## src/rtl/current_sample_seq.sv

```systemverilog
// rtl/current_sample_seq.sv - current sensor sampling FSM with offset correction and 5.22 scaling
// Optional offset calibration is compiled in with SAMPLE_CALI_EN.
`timescale 1ns/1ps
module current_sample_seq #(
   parameter logic [7:0]         SENSOR_REG = 8'h01,
   parameter int unsigned        TIMEOUT    = 1024,
   parameter logic signed [26:0] SCALE_Q22  = 27'sd4194
) (
   input  logic        clk,
   input  logic        reset,
   input  logic        sample_tick,
   input  logic        cali,
   output logic        rd_req,
   output logic [7:0]  rd_reg,
   input  logic        rd_done,
   input  logic [15:0] rd_data,
   input  logic        rd_err,
   output logic [26:0] data_out,
   output logic        data_valid,
   output logic        cali_busy,
   output logic [7:0]  err_cnt,
   output logic [7:0]  ovr_cnt
);

   localparam int TW = $clog2(TIMEOUT + 1);

   typedef enum logic [1:0] {IDLE, REQ, CONV, OUT} state_t;

   state_t               state, state_nxt;
   logic [TW-1:0]        timer;
   logic signed [15:0]   raw_q;
   logic signed [16:0]   offset;
   logic signed [16:0]   corrected;
   logic signed [43:0]   product;
   logic [26:0]          sat;
   logic                 accept;
   logic                 timeout_hit;
   logic                 err_evt;

   assign rd_req      = (state == REQ);
   assign rd_reg      = SENSOR_REG;
   assign data_valid  = (state == OUT);
   assign accept      = (state == REQ) && rd_done && !rd_err;
   assign timeout_hit = (state == REQ) && !rd_done && (timer == TW'(TIMEOUT - 1));
   assign err_evt     = ((state == REQ) && rd_done && rd_err) || timeout_hit;

   // raw and offset are both 16-bit ranged, so their difference always fits 17 bits
   assign corrected = {raw_q[15], raw_q} - offset;
   assign product   = 44'(corrected) * 44'(SCALE_Q22);

   always_comb begin
      sat = product[26:0];
      if (!((&product[43:26]) || !(|product[43:26])))
         sat = product[43] ? 27'h4000000 : 27'h3FFFFFF;
   end

   always_comb begin
      state_nxt = state;
      case (state)
         IDLE: if (sample_tick) state_nxt = REQ;
         REQ: begin
            if (rd_done)          state_nxt = rd_err ? IDLE : CONV;
            else if (timeout_hit) state_nxt = IDLE;
         end
         // calibration samples never reach the integrator
         CONV:    state_nxt = cali_busy ? IDLE : OUT;
         OUT:     state_nxt = IDLE;
         default: state_nxt = IDLE;
      endcase
   end

   always_ff @(posedge clk or posedge reset) begin
      if (reset) state <= IDLE;
      else       state <= state_nxt;
   end

   always_ff @(posedge clk or posedge reset) begin
      if (reset) begin
         timer    <= '0;
         raw_q    <= '0;
         data_out <= '0;
         err_cnt  <= '0;
         ovr_cnt  <= '0;
      end else begin
         timer <= (state == REQ) ? timer + TW'(1) : '0;
         if (accept) raw_q <= rd_data;
         if (state == CONV && !cali_busy) data_out <= sat;
         if (err_evt && err_cnt != 8'hFF) err_cnt <= err_cnt + 8'd1;
         if (sample_tick && state != IDLE && ovr_cnt != 8'hFF) ovr_cnt <= ovr_cnt + 8'd1;
      end
   end

`ifdef SAMPLE_CALI_EN
   logic signed [20:0] cal_sum;
   logic signed [20:0] cal_sum_nxt;
   logic [3:0]         cal_cnt;
   logic               cal_busy_q;

   assign cal_sum_nxt = cal_sum + 21'(raw_q);
   assign cali_busy   = cal_busy_q;

   // a cali strobe always wins, so a restart discards the partial sum
   always_ff @(posedge clk or posedge reset) begin
      if (reset) begin
         cal_sum    <= '0;
         cal_cnt    <= '0;
         cal_busy_q <= 1'b0;
         offset     <= '0;
      end else if (cali) begin
         cal_sum    <= '0;
         cal_cnt    <= '0;
         cal_busy_q <= 1'b1;
      end else if (state == CONV && cal_busy_q) begin
         if (cal_cnt == 4'd15) begin
            offset     <= cal_sum_nxt[20:4];
            cal_sum    <= '0;
            cal_cnt    <= '0;
            cal_busy_q <= 1'b0;
         end else begin
            cal_sum <= cal_sum_nxt;
            cal_cnt <= cal_cnt + 4'd1;
         end
      end
   end
`else
   logic unused_cali;

   assign unused_cali = cali;
   assign offset      = '0;
   assign cali_busy   = 1'b0;
`endif

endmodule

```

## config.mk

```make
export PLATFORM = sky130hd
export DESIGN_NAME = current_sample_seq
export DESIGN_NICKNAME = d
export VERILOG_FILES = /design/src/rtl/current_sample_seq.sv
export SDC_FILE = /design/constraint.sdc
export NUM_CORES = 1
export LEC_CHECK = 0
export CORE_MARGIN = 5
export CORE_UTILIZATION = 45
export CTS_CLUSTER_DIAMETER = 80
export CTS_CLUSTER_SIZE = 12
export DETAILED_ROUTE_END_ITERATION = 12
export GPL_TIMING_DRIVEN = 0
export MAX_ROUTING_LAYER = met4
export PLACE_DENSITY = 0.69
export SLEW_MARGIN = 15
export SYNTH_ARGS = -nofsm -noshare
export SYNTH_HDL_FRONTEND = slang
export SYNTH_SLANG_ARGS = --single-unit
```

## constraint.sdc

```tcl
create_clock -name clk -period 5.1 [get_ports clk]
set_clock_uncertainty 0.1 [all_clocks]
set_input_delay 1.275 -clock clk [delete_from_list [all_inputs] [get_ports clk]]
set_output_delay 1.275 -clock clk [all_outputs]
set_load 0.01 [all_outputs]
```

# ---- Yosys cells after proc, flatten, opt, wreduce, memory -nomap -nowiden
# Cells that the tools add are included.
dict set report totals {
  reg_bits 72
  in_bits 22
}
dict set report op_classes {
  n_eq_ne 8
  multipliers 1
  reduce_logical 18
  n_mux 8
  add_sub_neg 3
}
# cell n
set op_table {}
lappend op_table {{27-bit 2-to-1 mux} 2}
lappend op_table {{16-bit by 13-bit multiplier with 29-bit output (second input constant)} 1}
lappend op_table {{18-bit AND reduction} 1}
lappend op_table {{18-bit OR reduction} 1}
lappend op_table {{8-bit by 1-bit adder with 8-bit output (second input constant)} 2}
lappend op_table {{8-bit != test (second input constant)} 2}
lappend op_table {{11-bit by 1-bit adder with 11-bit output (second input constant)} 1}
lappend op_table {{11-bit by 10-bit equality test with 1-bit output (second input constant)} 1}
lappend op_table {{11-bit 2-to-1 mux} 1}
lappend op_table {{1-bit logical AND} 8}
lappend op_table {{2-bit 2-to-1 mux} 4}
lappend op_table {{2-bit case mux with 4 select lines} 1}
lappend op_table {{2-bit equality test (second input constant)} 2}
lappend op_table {{1-bit logical NOT} 3}
lappend op_table {{3-bit by 1-bit != test with 1-bit output (second input constant)} 1}
lappend op_table {{2-bit by 1-bit equality test with 1-bit output (second input constant)} 1}
lappend op_table {{2-bit logical NOT} 1}
lappend op_table {{1-bit logical OR} 2}
lappend op_table {{2-bit != test (second input constant)} 1}
lappend op_table {{2-bit AND reduction} 1}
lappend op_table {{2-bit nonzero test} 1}

# ---- Logic depth before layout (Yosys ltp)
dict set report logic_depth {
  depth_word 6
  mapped_depth 21
}

# ---- Least setup slack after synthesis
# OpenSTA, ideal clock, no wires.
dict set report synth_timing {
  path_kind {register -> register}
  startpoint {register raw_q[15]}
  endpoint {register data_out[1]}
  setup_ns 0.123
  required_ns 4.877
  path_slack_ns -0.082
  t_arrival_ns 4.959
  period_less_slack_ns 5.182
  stages_incl_launch_ff 21
  cell_sequence {dfrtp_1 ha_1 inv_1 ha_1 ha_1 fa_1 inv_1 fa_1 inv_1 ha_1 buf_2 a21oi_1 nor3_1 or3_1 a21o_1 or3_1 a222oi_1 buf_4 buf_6 o21ba_2 o21ai_1}
}
dict set report synth_via {
  elab_chain_len 5
  elab_cells_between_ends 7
  cone_classes {mul: 1; mux: 2; reduce/logical: 4}
}
# element line
set synth_rtl {}
lappend synth_rtl {{from (decl)} 31} ;# logic signed [15:0] raw_q;
lappend synth_rtl {{from (signal assigned)} 86} ;# if (accept) raw_q <= rd_data;
lappend synth_rtl {{16-bit by 13-bit multiplier with 29-bit output (*)} 49} ;# assign product = 44'(corrected) * 44'(SCALE_Q22);
lappend synth_rtl {{18-bit OR reduction} 53} ;# if (!((&product[43:26]) || !(|product[43:26])))
lappend synth_rtl {{1-bit logical NOT} 53}
lappend synth_rtl {{1-bit logical OR} 53}
lappend synth_rtl {{27-bit 2-to-1 mux (*)} 53}
lappend synth_rtl {{to (signal assigned)} 87} ;# if (state == CONV && !cali_busy) data_out <= sat;
lappend synth_rtl {{to (decl)} 18} ;# output logic [26:0] data_out,
# Mark *: on every way between the ends. The rest lies on a longest branch, timed or not.
# A chain may end at the register's enable or synchronous reset.

# ---- Worst setup path in the final report
dict set report layout_timing {
  startpoint {register raw_q[14]}
  endpoint {register data_out[18]}
}
# The elaborated chain is that of the path after synthesis.

==> reports/results.tsv <==
metric	value	unit
status	finished clean	
worstPathRequired	5.23	ns
worstPathCellList	buf_4, buf_4, ha_1, ha_1, fa_1, inv_1, fa_1, inv_1, ha_2, nand2_4, nor3_1, or3_1, a21o_1, or3_4, a222oi_1, buf_4, clkbuf_16, o21a_1, o21ai_1	
grt_pass1_wl	23500	um
rows	42	
r2r_start	raw_q[14]	
setup_viol	0	
cp_top_family	adder cells	
die_w	127	um
synth_top_area_share	0.292	
rr_endpoint	data_out[18]	
regArea	1820	um2
synth_top_family_by_area	adder cells	
fillers	1101	
multiInputGateArea	4330	um2
yosys_register_bits	72	
arrival	5.11	ns
synth_area	6170	um2
post-dp-hpwl	11000	um
clock_sinks	72	
ant_nets	0	
synth.area.mux_share	0.0418	
ys_warn_count	0	
numCtsBuffers	9	
nets	892	
die_h	127	um
finalCritPeriodShare	0.975	
hold_path_class	reg2reg	
hold_depth	1	
rrSetupSlack	0.13	ns
drt_iter0_drc	177	
ys_top_cells_by_area	dfrtp_1, ha_1, fa_1, inv_1, mux2_2	
drive_gt1_frac	0.222	
diodes	0	
gr-total-overflow	0	
drv_slew	0	
path_buf_inv	6	
synth_compound_area_frac	0.140	
maxSlewHeadroom	0.592	
endpoint_kind	flip-flop	
path_class	reg2reg	
gp_congestion	0.878	
synthTopCellsByCount	ha_1, inv_1, dfrtp_1	
postSynthCellCount	629	
yosys.area.top_type	dfrtp_1	
firstDrtPassIters	4	
die_area	16100	um2
synthAdderAreaFrac	0.279	
synth_edf_count	0	
initial_utilization	0.462	
synth_seq_area_share	0.292	
drcViolationCount	0	
insertion_delay	0.35	ns
period_minus_slack	4.97	ns
holdPathEnd	timer[0]	
setup_tns	0	ns
max_freq	201	MHz
coreArea	13300	um2
drt_wl_total	15100	um
synth-xor-area-share	0.0653	
async_reset_ff_frac	1.00	
synth_area_per_cell	9.80	um2
crit_path_start_kind	flip-flop	
cts_root_buffer	clkbuf_16	
layout.cells.non_filler	928	
area_delta_synth_final	33.1	%
grt_antenna_before_repair	0	
reg2reg_depth	19	
num_vias	4838	
clk_pin_slew	0.06	ns
ctsHoldBuffers	0	
grt_pass1_vias	4791	
cts_tree	done	
gr-usage-all-layers	0.186	
h-tree-depth	3	
detail_route.wl_per_cell	16.2	um
ioPinCount	76	
clockBufferDepth	2	
crit_top_cell	buf_4	
port_buffers	65	
maxCapViolCount	0	
yosys.cell_count.top_type	ha_1	
viasPerCell	5.21	
cp_max_fo	7	
post-place-cells	878	
worstMarginPinSlew	0.611	ns
ys_types	58	
finalHoldViolCount	0	
synth_simple_gate_area_frac	0.108	
grt_max_degree	50	
synth-main-ff-cell	dfrtp_1	
hold_start	timer[0]	
slowest_delay	0.54	ns
slowest_stage	fa_1	
==> sequential cells by signal (all words and copies together), names as in the netlist, named ones only <==
signal	count
data_out	27
err_cnt	8
ovr_cnt	8
raw_q	16
state	1
timer	11
==> worst max path at each step <==
stage / start / end / slack [ns] / cells after the start
global route: raw_q[12] / data_out[20] / -0.05 / 18
floorplan: raw_q[15] / data_out[1] / 0.006 / 20
detailed placement: raw_q[14] / data_out[24] / -0.52 / 21
CTS: raw_q[15] / data_out[24] / 0.004 / 19
global placement: raw_q[14] / data_out[24] / -0.48 / 21
finish: raw_q[14] / data_out[18] / 0.13 / 19
==> cell families (layout without fill, tap and decap cells) <==
kind of cell	after synthesis	count (layout)
other	2	9
flip-flops	72	72
XOR/XNOR	46	46
adder cells (fa/ha/maj)	123	123
buffers and inverters	98	214
AO/OA/AOI/OAI	126	126
multiplexers	23	23
AND/OR/NAND/NOR	139	139
==> metrics by stage <==
stage | utilization | hold slack (ns) | instance area [um2] | worst slack, ns
after CTS | 0.569 | 0.370 | 7600 | 0.00425
after detailed placement | 0.531 | 0.352 | 7090 | -0.517
after global routing | 0.615 | 0.410 | 8210 | -0.0542
after global placement | 0.529 | 0.342 | 7060 | -0.480
final | 0.615 | 0.364 | 8210 | 0.127
after floorplan | - | 0.332 | 6190 | 0.00563
==> routing by layer <==
metal  global-route usage  wire length [um]  vias to the layer above
met3               0.0384               675                       13
met5                    -                 0                        -
met2                0.312              7400                       96
met4               0.0435               224                        0
met1                0.233              6750                     2347
li1                     -                 -                     2382
==> area by class of cell <==
| type | instances | share of cell area |
|---|---|---|
| multi-input cells | 466 | 0.528 |
| flip-flops and latches | 72 | 0.222 |
| repair buffers | 101 | 0.126 |
| inverters | 73 | 0.0337 |
| clock buffers | 11 | 0.0296 |
| well taps | 176 | 0.0268 |
| plain buffers | 24 | 0.0245 |
| clock inverters | 5 | 0.00976 |
==> layout by cell type, fill, tap and decap left out, types with 3 or more instances in the layout <==
master | synthesis | layout
clkdlybuf4s50_1 | 0 | 65
a21oi_4 | 0 | 3
a21oi_2 | 1 | 5
ha_1 | 99 | 78
and2_1 | 3 | 3
nor3_1 | 7 | 7
clkbuf_16 | 0 | 13
nor2_1 | 24 | 23
o21ai_0 | 21 | 16
conb_1 | 2 | 9
inv_1 | 73 | 70
nand4_1 | 4 | 4
ha_2 | 0 | 3
nand2b_1 | 3 | 3
a21o_1 | 6 | 6
o21a_1 | 21 | 21
nand2_1 | 54 | 52
xor2_1 | 19 | 19
xnor2_1 | 27 | 27
o21ai_2 | 0 | 3
or2_2 | 4 | 4
dfrtp_1 | 72 | 60
mux2_2 | 22 | 22
a21oi_1 | 20 | 13
fa_1 | 24 | 24
buf_4 | 11 | 37
and3_1 | 7 | 7
dfrtp_2 | 0 | 11
clkbuf_1 | 6 | 7
ha_4 | 0 | 18
buf_8 | 1 | 3
o21bai_1 | 3 | 3
o21ba_2 | 8 | 8
buf_6 | 3 | 6
o21ai_1 | 24 | 26
nor2b_1 | 3 | 3
nand3_1 | 14 | 13
or3_1 | 8 | 7
==> timing repair <==
item,4_1_cts,5_1_grt
gates resized for setup,33,61
cloned,1,5
setup endpoints to repair,27,27
pin swaps,3,19
buffers inserted,7,22
Power is not shown: default switching activity piles up to over one toggle a cycle in this logic, so the estimate is an artifact.
